### config.mk
export PLATFORM = sky130hd
export DESIGN_NAME = genscope_mon
export DESIGN_NICKNAME = d
export VERILOG_FILES = /design/src/rtl/genscope_mon.sv
export SDC_FILE = /design/constraint.sdc
export NUM_CORES = 1
export LEC_CHECK = 0
export BUFFER_PORTS_ARGS = -buffer_cell sky130_fd_sc_hd__buf_2
export CAP_MARGIN = 20
export CORE_UTILIZATION = 35
export DETAILED_ROUTE_END_ITERATION = 10
export GPL_TIMING_DRIVEN = 0
export PLACE_DENSITY_LB_ADDON = 0.1
export SLEW_MARGIN = 5
export SYNTH_ARGS = -nofsm -noshare
export SYNTH_HDL_FRONTEND = slang
export SYNTH_SLANG_ARGS = --single-unit
### constraint.sdc
create_clock -name CLK -period 7.5 [get_ports CLK]
set_input_delay 0.75 -clock CLK [delete_from_list [all_inputs] [get_ports CLK]]
set_output_delay 0.75 -clock CLK [all_outputs]
set_load 0.03 [all_outputs]
### src/rtl/genscope_mon.sv
// ============================================================================
// Module   : genscope_mon
// Purpose  : Monitors a 4-bit genscope count, classifies each step and posts
//            wrap/error records on a valid/ready port.
// Option   : GENSCOPE_MON_DIR_CHECK_EN enables the GEN direction check.
// Revision : 1.0 - initial release
// ============================================================================
`default_nettype none

module genscope_mon #(
    parameter int GEN    = 1,
    parameter int WRAP_W = 8
) (
    input  logic              CLK,
    input  logic              RST_N,
    input  logic              CLR,
    input  logic [3:0]        Q_IN,
    output logic              EV_VALID,
    input  logic              EV_READY,
    output logic [WRAP_W+1:0] EV_DATA,
    output logic [WRAP_W-1:0] WRAP_CNT,
    output logic              ERR,
    output logic              OVF,
    output logic [1:0]        STATE
);

    typedef enum logic [1:0] {
        S_INIT  = 2'b00,
        S_TRACK = 2'b01,
        S_ERR   = 2'b10
    } state_t;

    localparam logic [1:0]        c_KIND_UP  = 2'b01;
    localparam logic [1:0]        c_KIND_DN  = 2'b10;
    localparam logic [1:0]        c_KIND_ERR = 2'b11;
    localparam logic [WRAP_W-1:0] c_ONE      = {{(WRAP_W-1){1'b0}}, 1'b1};

    state_t              r_state_q,    w_state_d;
    logic [3:0]          r_prev_q,     w_prev_d;
    logic                r_ev_valid_q, w_ev_valid_d;
    logic [WRAP_W+1:0]   r_ev_data_q,  w_ev_data_d;
    logic [WRAP_W-1:0]   r_wrap_cnt_q, w_wrap_cnt_d;
    logic                r_err_q,      w_err_d;
    logic                r_ovf_q,      w_ovf_d;

    logic [3:0]          w_delta;
    logic [WRAP_W-1:0]   w_wrap_inc;
    logic                w_up_bad;
    logic                w_dn_bad;
    logic                w_bad;
    logic                w_new_ev;
    logic [WRAP_W+1:0]   w_new_rec;

    always_comb begin
        w_state_d    = r_state_q;
        w_prev_d     = Q_IN;
        w_ev_valid_d = r_ev_valid_q;
        w_ev_data_d  = r_ev_data_q;
        w_wrap_cnt_d = r_wrap_cnt_q;
        w_err_d      = r_err_q;
        w_ovf_d      = r_ovf_q;
        w_bad        = 1'b0;
        w_new_ev     = 1'b0;
        w_new_rec    = '0;
        w_delta      = Q_IN - r_prev_q;
        w_wrap_inc   = (&r_wrap_cnt_q) ? r_wrap_cnt_q : r_wrap_cnt_q + c_ONE;
`ifdef GENSCOPE_MON_DIR_CHECK_EN
        w_up_bad     = (GEN == 1);
        w_dn_bad     = (GEN == 0);
`else
        w_up_bad     = 1'b0;
        w_dn_bad     = 1'b0;
`endif

        case (r_state_q)
            S_INIT: w_state_d = S_TRACK;
            S_TRACK: begin
                case (w_delta)
                    4'h0: ;
                    4'h1: begin
                        if (w_up_bad) begin
                            w_bad = 1'b1;
                        end else if (r_prev_q == 4'hF) begin
                            w_wrap_cnt_d = w_wrap_inc;
                            w_new_ev     = 1'b1;
                            w_new_rec    = {c_KIND_UP, w_wrap_inc};
                        end
                    end
                    4'hF: begin
                        if (w_dn_bad) begin
                            w_bad = 1'b1;
                        end else if (r_prev_q == 4'h0) begin
                            w_wrap_cnt_d = w_wrap_inc;
                            w_new_ev     = 1'b1;
                            w_new_rec    = {c_KIND_DN, w_wrap_inc};
                        end
                    end
                    default: w_bad = 1'b1;
                endcase
                if (w_bad) begin
                    w_new_ev  = 1'b1;
                    w_new_rec = {c_KIND_ERR, r_wrap_cnt_q};
                    w_err_d   = 1'b1;
                    w_state_d = S_ERR;
                end
            end
            default: ;
        endcase

        // A record is only replaced once the consumer has taken the old one.
        if (w_new_ev) begin
            if (!r_ev_valid_q || EV_READY) begin
                w_ev_valid_d = 1'b1;
                w_ev_data_d  = w_new_rec;
            end else begin
                w_ovf_d = 1'b1;
            end
        end else if (r_ev_valid_q && EV_READY) begin
            w_ev_valid_d = 1'b0;
        end

        if (CLR) begin
            w_state_d    = S_INIT;
            w_prev_d     = 4'h0;
            w_ev_valid_d = 1'b0;
            w_ev_data_d  = '0;
            w_wrap_cnt_d = '0;
            w_err_d      = 1'b0;
            w_ovf_d      = 1'b0;
        end
    end

    always_ff @(posedge CLK or negedge RST_N) begin
        if (!RST_N) begin
            r_state_q    <= S_INIT;
            r_prev_q     <= 4'h0;
            r_ev_valid_q <= 1'b0;
            r_ev_data_q  <= '0;
            r_wrap_cnt_q <= '0;
            r_err_q      <= 1'b0;
            r_ovf_q      <= 1'b0;
        end else begin
            r_state_q    <= w_state_d;
            r_prev_q     <= w_prev_d;
            r_ev_valid_q <= w_ev_valid_d;
            r_ev_data_q  <= w_ev_data_d;
            r_wrap_cnt_q <= w_wrap_cnt_d;
            r_err_q      <= w_err_d;
            r_ovf_q      <= w_ovf_d;
        end
    end

    assign EV_VALID = r_ev_valid_q;
    assign EV_DATA  = r_ev_data_q;
    assign WRAP_CNT = r_wrap_cnt_q;
    assign ERR      = r_err_q;
    assign OVF      = r_ovf_q;
    assign STATE    = r_state_q;

endmodule

`default_nettype wire

# After elaboration in Yosys (flattened, before gate mapping)
# Cells that the tools add are included.
# op_classes
addsub,2
multipliers,0
bitwise_logic,0
reduce_logical,21
shifts,0
magnitude_cmp,0
div_mod_pow,0
n_eq_ne,9
mux,35
# op_table
cell,n
$mux 10,6
$mux 8,5
$pmux 10 s2,1
$mux 1,16
$pmux 8 s2,1
$reduce_and 2->1,5
$mux 9,1
$ne 3x3->1 const B,3
$reduce_bool 3->1,3
$add 8x1->8 const B,1
$eq 4x4->1 const B,2
$logic_not 4->1,2
$reduce_and 8->1,1
$reduce_bool 2->1,4
$eq 4x1->1 const B,1
$mux 2,2
$mux 4,1
$pmux 2 s2,1
$reduce_and 4->1,1
$sub 4x4->4,1
$ne 3x2->1 const B,1
$reduce_or 3->1,1
$eq 2x1->1 const B,1
$logic_not 2->1,1
other kinds (5),5
# totals
elab_cells,74
register_bits,27
ramBits,0
output_inout_bits,23
latch_bits,0
in_bits,8
n_memories,0
rom_bits,0

# Logic depth before layout (Yosys ltp)
# Gate-level depths: netlist of run 1.
# logic_depth
ltp_word,10
ltp_mapped,11
mapped_depth_nobuf,10

# Worst setup path before layout of run 1
# No wires, ideal clock.
# synth_path
path_type,input port to flip-flop
startpoint,input Q_IN[0]
endpoint,register r_ev_data_q[0] (netlist: EV_DATA[0])
cell_stages,10
required_ps,7375
setup_time_ps,125
path_slack_ps,4504
t_arrival_ps,2871
path_buffers,0
path_cell_list,inv_1 ha_1 inv_1 fa_1 xnor2_1 and2b_1 o21ai_2 o22a_4 a21oi_4 mux2_2
# synth_via
elab_chain_cells,10
elab_cells_between_ends,18
classes_between,1 x add/sub; 2 x eq/ne; 11 x mux; 4 x reduce/logical
# synth_rtl
item,line_no,source
from (decl),17,"input logic [3:0] Q_IN,"
$sub 4x4->4 (*),65,w_delta = Q_IN - r_prev_q;
"$eq 4x4->1, or another cell as far along",78,case (w_delta)
$reduce_or 3->1 (no line),-,
$mux 1,78,
$mux 1,75,case (r_state_q)
$mux 10,100,if (w_bad) begin
$mux 10,75,
$mux 10,112,if (!r_ev_valid_q || EV_READY) begin
$mux 10,111,if (w_new_ev) begin
$mux 10,122,if (CLR) begin
to (signal assigned),146,r_ev_data_q <= w_ev_data_d;
to (decl),41,"logic [WRAP_W+1:0] r_ev_data_q, w_ev_data_d;"
# Every way passes the cells marked *; elsewhere a longest branch is shown, timed or not. The select of a mux whose other input is x is not followed.
# A chain may end at the register's enable or synchronous reset.

# Worst setup path after layout of run 1
# layout_path
startpoint,input Q_IN[0]
endpoint,register r_ev_data_q[6] (netlist: EV_DATA[6])
# The elaborated chain is that of the path after synthesis.

==> flow_metrics.py, run 1 <==
metrics = {
    "placed_design": {
        "dpl.cell_count": 235,
        "io_buffers": 29,
        "hpwl_um": 2693,
        "gp_congestion": 0.8403,
    },
    "cts": {
        "cts_tree": "built",
        "clock_path_buffers": 2,
        "cts_made_buffers": 3,
        "worst_skew_pair.late_latency_ps": 270,
        "cts_resized": 0,
        "path_clk_slew_ps": 90,
        "cts_setup_buffers": 0,
        "cts.sinks": 27,
        "cts_root_buf": "clkbuf_8",
        "htreeDepth": 1,
        "hold_buffers": 0,
    },
    "die": {
        "core_area_mm2": 0.004384,
        "die_h_um": 69.86,
        "die_w_um": 69.86,
        "ioPinCount": 31,
        "design.die.area_mm2": 0.004880,
        "start_util_pct": 36.76,
        "rows": 24,
    },
    "synthesis": {
        "synth-seq-cells": 27,
        "syn_area_mm2": 0.001612,
        "yosys_warnings": 0,
        "ys_types": 42,
        "synth_fp_nets": 167,
        "syn_inst": 154,
        "seq_area_frac_synth_pct": 41.93,
        "avgSynthCellArea_um2": 10.46,
    },
    "timing": {
        "finClkSkew_ps": 2.348,
        "hold_violations": 0,
        "fmax_mhz": 327.1,
        "rsz0062_at_grt": "false",
        "fin_crit_sh_pct": 40.76,
        "fin_setup_tns_ps": 0,
        "setup_violations": 0,
        "period_minus_slack_ps": 3057,
        "timing_worst_slew_pin_value_ps": 635.3,
        "relSlewSlack_pct": 57.65,
        "slew_viol_final": 0,
        "hold_ws_ps": 487.9,
    },
    "cells_and_area": {
        "fin_cells": 239,
        "area_growth_pct": 15.84,
        "n_antenna_cell": 0,
        "layout.cells.most_common": "buf_2",
        "nFillCells": 439,
        "multi_input_area_um2": 878.3,
        "final_cell_mix": "buf_2, dfrtp_1, nor2_1",
        "nNetsFinal": 201,
        "drive_gt1_share_pct": 26.20,
        "register_area_um2": 675.6,
    },
    "setup_path": {
        "crit_start": "Q_IN[0]",
        "end_kind": "flip-flop",
        "r2r-end": "EV_DATA[6]",
        "arrival_ps": 3220,
        "critPathKind": "in2reg",
        "endpoint": "EV_DATA[6]",
        "r2r_start": "r_prev_q[0]",
        "ff2ff_setup_slack_ps": 4690,
        "rr_worst_depth": 9,
        "path_max_fanout": 10,
        "start_kind": "input port",
        "worstPathRequired_ps": 7660,
    },
    "worst_hold_path": {
        "hold_class": "in2async",
    },
    "pwr": {
        "p_leak_nw": 0.8738,
        "p_comb_share_pct": 26.3,
        "p_clk_share_pct": 25.3,
        "p_sw_mw": 0.1081,
        "power_density_mw_per_mm2": 176.9,
        "peakVddDrop_mv": 0.08005,
        "p_seq_share_pct": 48.4,
        "internal-power_mw": 0.2222,
        "sw_frac_of_total_pct": 32.73,
    },
    "grt": {
        "grt.total_usage_pct": 15.78,
        "antenna_found_initial": 0,
        "gr-total-overflow": 0,
        "grt_max_degree": 28,
        "first_global_vias": 1255,
        "grt_pass1_wl_um": 6092,
    },
    "status": {
        "outcome": "completed",
    },
    "routing": {
        "drc": 0,
        "ant_nets": 0,
        "viasPerCell": 5.347,
        "drtIter0Drc": 33,
        "dr_total_vias": 1278,
        "routed_wl_um": 3578,
        "drt_pass1_iterations": 4,
        "wl_per_cell_um": 14.97,
    },
    "flow_run": {
        "drv_cap": 0,
    },
}
[cells in the mapped netlist (all sizes together)]
cell     instances  share of area (%)
xor2             1               0.54
o21a             2               0.93
o2bb2ai          3                1.6
a41o             1               0.62
a21oi            7                3.6
buf              1               0.31
nand4            1               0.39
nor3b            1                1.2
clkbuf           3               0.70
nand3b           2                1.7
nand3           10                3.1
and2b            1               0.47
a22o             4                2.2
nand4b           2                1.1
o22a             1                1.1
nor3             2               0.62
and3             4                1.6
nand2b           2               0.78
a311oi           1               0.54
o32ai            1               0.54
and4             1               0.54
a31oi            4                1.6
o21ai            3                1.2
inv             11                2.6
a211oi           2               0.93
mux2             8                5.6
or2              1               0.39
xnor2            3                1.6
a21o             1               0.47
nand2            2               0.47
nor2            15                3.5
nor2b            5                1.9
ha               4                3.1
nor4             1               0.78
mux2i           11                6.8
dfrtp           27                 42
o211ai           3                1.4
a22oi            1               0.47
fa               1                1.2
[worst min-delay path by stage]
| stage | from | endpoint | slack, ps |
|---|---|---|---|
| global placement | ERR | ERR | 480 |
| CTS | RST_N | EV_DATA[8] | 510 |
| finish | RST_N | r_prev_q[1] | 490 |
| floorplan | RST_N | ERR | 450 |
| global route | RST_N | r_prev_q[1] | 520 |
| detailed placement | OVF | OVF | 480 |
[sequential cells by signal (all words and copies together), names as in the netlist]
name and cells:
EV_DATA 10, r_prev_q 4, WRAP_CNT 8, STATE 2, ERR 1, EV_VALID 1
OVF 1
[through the flow]
step | worst slack, ps | instance area, um2 | power (mW) | utilization (%)
finish | 4443 | 1867 | 0.3303 | 42.58
global route | 4273 | 1867 | 0.3515 | 42.58
CTS | 4431 | 1867 | 0.3350 | 42.58
detailed placement | 4139 | 1822 | 0.2501 | 41.55
global placement | 4190 | 1822 | 0.2476 | 41.55
floorplan | 4504 | 1612 | 0.2263 | -
[layer usage]
metal  up-vias  global-route usage, %  share of wire, %
met1       609                  22.31                51
met3         6                  3.175               4.2
li1        632                      -                 -
met5         -                      0                 0
met4         0                  4.444               1.1
met2        31                  24.47                43
[power groups by stage]
stage	Sequential (mW)	Clock [mW]	Combinational (mW)
2_1_floorplan	0.177	0	0.0496
3_3_place_gp	0.162	0	0.0855
3_5_place_dp	0.163	0	0.0875
4_1_cts	0.160	0.0873	0.0877
5_1_grt	0.161	0.0957	0.0945
6_report	0.160	0.0837	0.0868
[final cells by class]
class | instances | area share, %
multi-input cells | 112 | 47.05
flip-flops and latches | 27 | 36.19
repair buffers | 29 | 7.775
well taps | 52 | 3.485
clock buffers | 4 | 2.413
inverters | 11 | 2.212
plain buffers | 4 | 0.8713
[critical path, cell delays in order]
cell and delay, ps:
buf_2 90, inv_1 80, ha_1 160, inv_1 50, fa_1 370, xnor2_1 340
and2b_1 230, o21ai_2 130, o22a_4 280, a21oi_4 350, mux2_2 380
[cells by family (layout without fill, tap and decap cells)]
group	after synthesis	after routing	share of synthesized area [%]
AND/OR/NAND/NOR	50	50	18.48
AO/OA/AOI/OAI	34	34	17.08
flip-flops	27	27	41.93
multiplexers	19	19	12.42
buffers and inverters	15	48	3.571
adder cells (fa/ha/maj)	5	5	4.348
XOR/XNOR	4	4	2.174
No activity file was read; power rests on OpenSTA's default activity.
==> run 2, diff against run 1 <==
clock period = 3 ns   (was 7.5 ns; I/O delays follow)
==> flow_metrics.py, run 2 (synthesis results as in run 1) <==
metrics = {
    "status": {
        "outcome": "completed",
    },
    "setup_path": {
        "arrival_ps": 2890,
        "critPathSlowestCell": "dfrtp_1",
        "worstPathRequired_ps": 3160,
        "ff2ff_setup_slack_ps": 270,
        "critPathMaxStageDelay_ps": 390,
        "critPathKind": "reg2reg",
        "worstPathBufferInverterCount": 2,
        "crit_family": "compound AO/OA/AOI/OAI gates",
        "start_kind": "flip-flop",
        "r2r_start": "r_prev_q[0]",
        "r2r-end": "EV_DATA[6]",
        "path_max_fanout": 10,
        "rr_worst_depth": 10,
        "cp_cell_sequence": "ha_1 -> inv_1 -> fa_1 -> xnor2_1 -> and2b_1 -> o21ai_2 -> o22a_4 -> a21oi_4 -> buf_12 -> mux2_2",
        "end_kind": "flip-flop",
    },
    "grt": {
        "first_global_vias": 1255,
        "grt_pass1_wl_um": 6092,
        "gr-total-overflow": 0,
        "grt.total_usage_pct": 15.78,
        "grt_max_degree": 28,
        "antenna_found_initial": 0,
    },
    "timing": {
        "period_minus_slack_ps": 2727,
        "fin_crit_sh_pct": 90.90,
        "setup_violations": 0,
        "slew_viol_final": 0,
        "finClkSkew_ps": 2.371,
        "rsz0062_at_grt": "false",
        "fmax_mhz": 366.7,
        "fin_setup_tns_ps": 0,
        "hold_violations": 0,
        "timing_worst_slew_pin_value_ps": 630.7,
        "relSlewSlack_pct": 57.95,
    },
    "cts": {
        "htreeDepth": 1,
        "worst_skew_pair.late_latency_ps": 270,
        "cts_root_buf": "clkbuf_8",
        "cts_resized": 0,
        "clock_path_buffers": 2,
        "cts_tree": "built",
        "cts_made_buffers": 3,
        "hold_buffers": 0,
        "cts.sinks": 27,
        "path_clk_slew_ps": 90,
    },
    "cells_and_area": {
        "n_antenna_cell": 0,
        "final_cell_mix": "buf_2, dfrtp_1, nor2_1",
        "final_cell_area_mm2": 0.001894,
        "layout.cells.most_common": "buf_2",
        "finish.utilization_pct": 43.21,
        "drive_gt1_share_pct": 26.98,
        "nNetsFinal": 203,
        "area_growth_pct": 17.55,
        "nFillCells": 438,
        "largest_reg_flops": 10,
    },
    "die": {
        "ioPinCount": 31,
        "rows": 24,
        "start_util_pct": 36.76,
        "design.die.area_mm2": 0.004880,
        "core_area_mm2": 0.004384,
        "die_w_um": 69.86,
        "die_h_um": 69.86,
    },
    "routing": {
        "drt_pass1_iterations": 4,
        "drc": 0,
        "wl_per_cell_um": 14.87,
        "dr_total_vias": 1276,
        "viasPerCell": 5.295,
        "ant_nets": 0,
        "drtIter0Drc": 26,
        "routed_wl_um": 3584,
    },
    "worst_hold_path": {
        "hold_class": "in2async",
    },
    "pwr": {
        "power_density_mw_per_mm2": 442.9,
        "peakVddDrop_mv": 0.2180,
        "p_leak_nw": 0.8881,
    },
    "placed_design": {
        "placed_area_mm2": 0.001822,
        "hpwl_um": 2693,
        "io_buffers": 29,
        "gp_congestion": 0.8403,
    },
    "flow_run": {
        "drv_cap": 0,
    },
}
-- run 2: changes by cell type in the layout (fill, tap and decap cells not counted) --
cell    change
buf_4       +1
buf_12      +1
-- run 2: repair_timing --
item                                    CTS  global route
endpoints found under the setup margin    0             6
setup buffers                             0             2
endpoints found under the hold margin     0             0
-- run 2: how the worst max path moves through the flow --
stage | endpoint | depth (start not counted) | slack (ps) | from
finish | EV_DATA[6] | 10 | 270 | r_prev_q[0]
global route | EV_DATA[7] | 10 | 90 | r_prev_q[0]
detailed placement | EV_DATA[0] | 11 | 90 | Q_IN[0]
floorplan | EV_DATA[0] | 9 | 440 | r_prev_q[0]
global placement | EV_DATA[5] | 11 | 140 | Q_IN[0]
CTS | EV_DATA[0] | 9 | 160 | r_prev_q[0]
-- run 2: layout make-up --
type | instances | area (um2) | share of cell area (%)
clock buffer | 4 | 45.04 | 2.378
tap | 52 | 65.06 | 3.435
inverter | 11 | 41.29 | 2.180
sequential | 27 | 675.6 | 35.67
timing repair buffer | 31 | 172.7 | 9.115
buffer | 4 | 16.27 | 0.8587
multi-input combinational | 112 | 878.3 | 46.37
-- run 2: worst reg2reg max path, cell delays in order, from the launching register on --
cell and delay (ps):
dfrtp_1 390, ha_1 170, inv_1 50, fa_1 370, xnor2_1 340, and2b_1 240
o21ai_2 130, o22a_4 280, a21oi_4 170, buf_12 150, mux2_2 340
-- run 2: stage by stage --
step                      power, mW  hold WS (ps)  setup slack [ps]  std cells
after global routing         0.8918         70.43             94.24        241
after detailed placement     0.6252         356.7             89.12        235
final                        0.8390         36.52             273.0        241
after CTS                    0.8375         56.40             163.3        239
after floorplan              0.5658         4.409             441.0        154
after global placement       0.6191         344.7             139.9        235
-- run 2: routing by layer --
metal  track usage, %  vias to the layer above  part of all wire, %
li1                 -                      632                    -
met1            22.31                      609                   51
met2            24.47                       29                   43
met3            3.175                        6                  4.2
met4            4.444                        0                  1.1
met5                0                        -                    0
-- run 2: report_power, final --
group	switching (mW)	internal, mW	leakage [nW]	total, mW
Combinational	0.143	0.0869	0.497	0.230
Sequential	0.0152	0.384	0.368	0.400
Clock	0.114	0.0952	0.0228	0.209
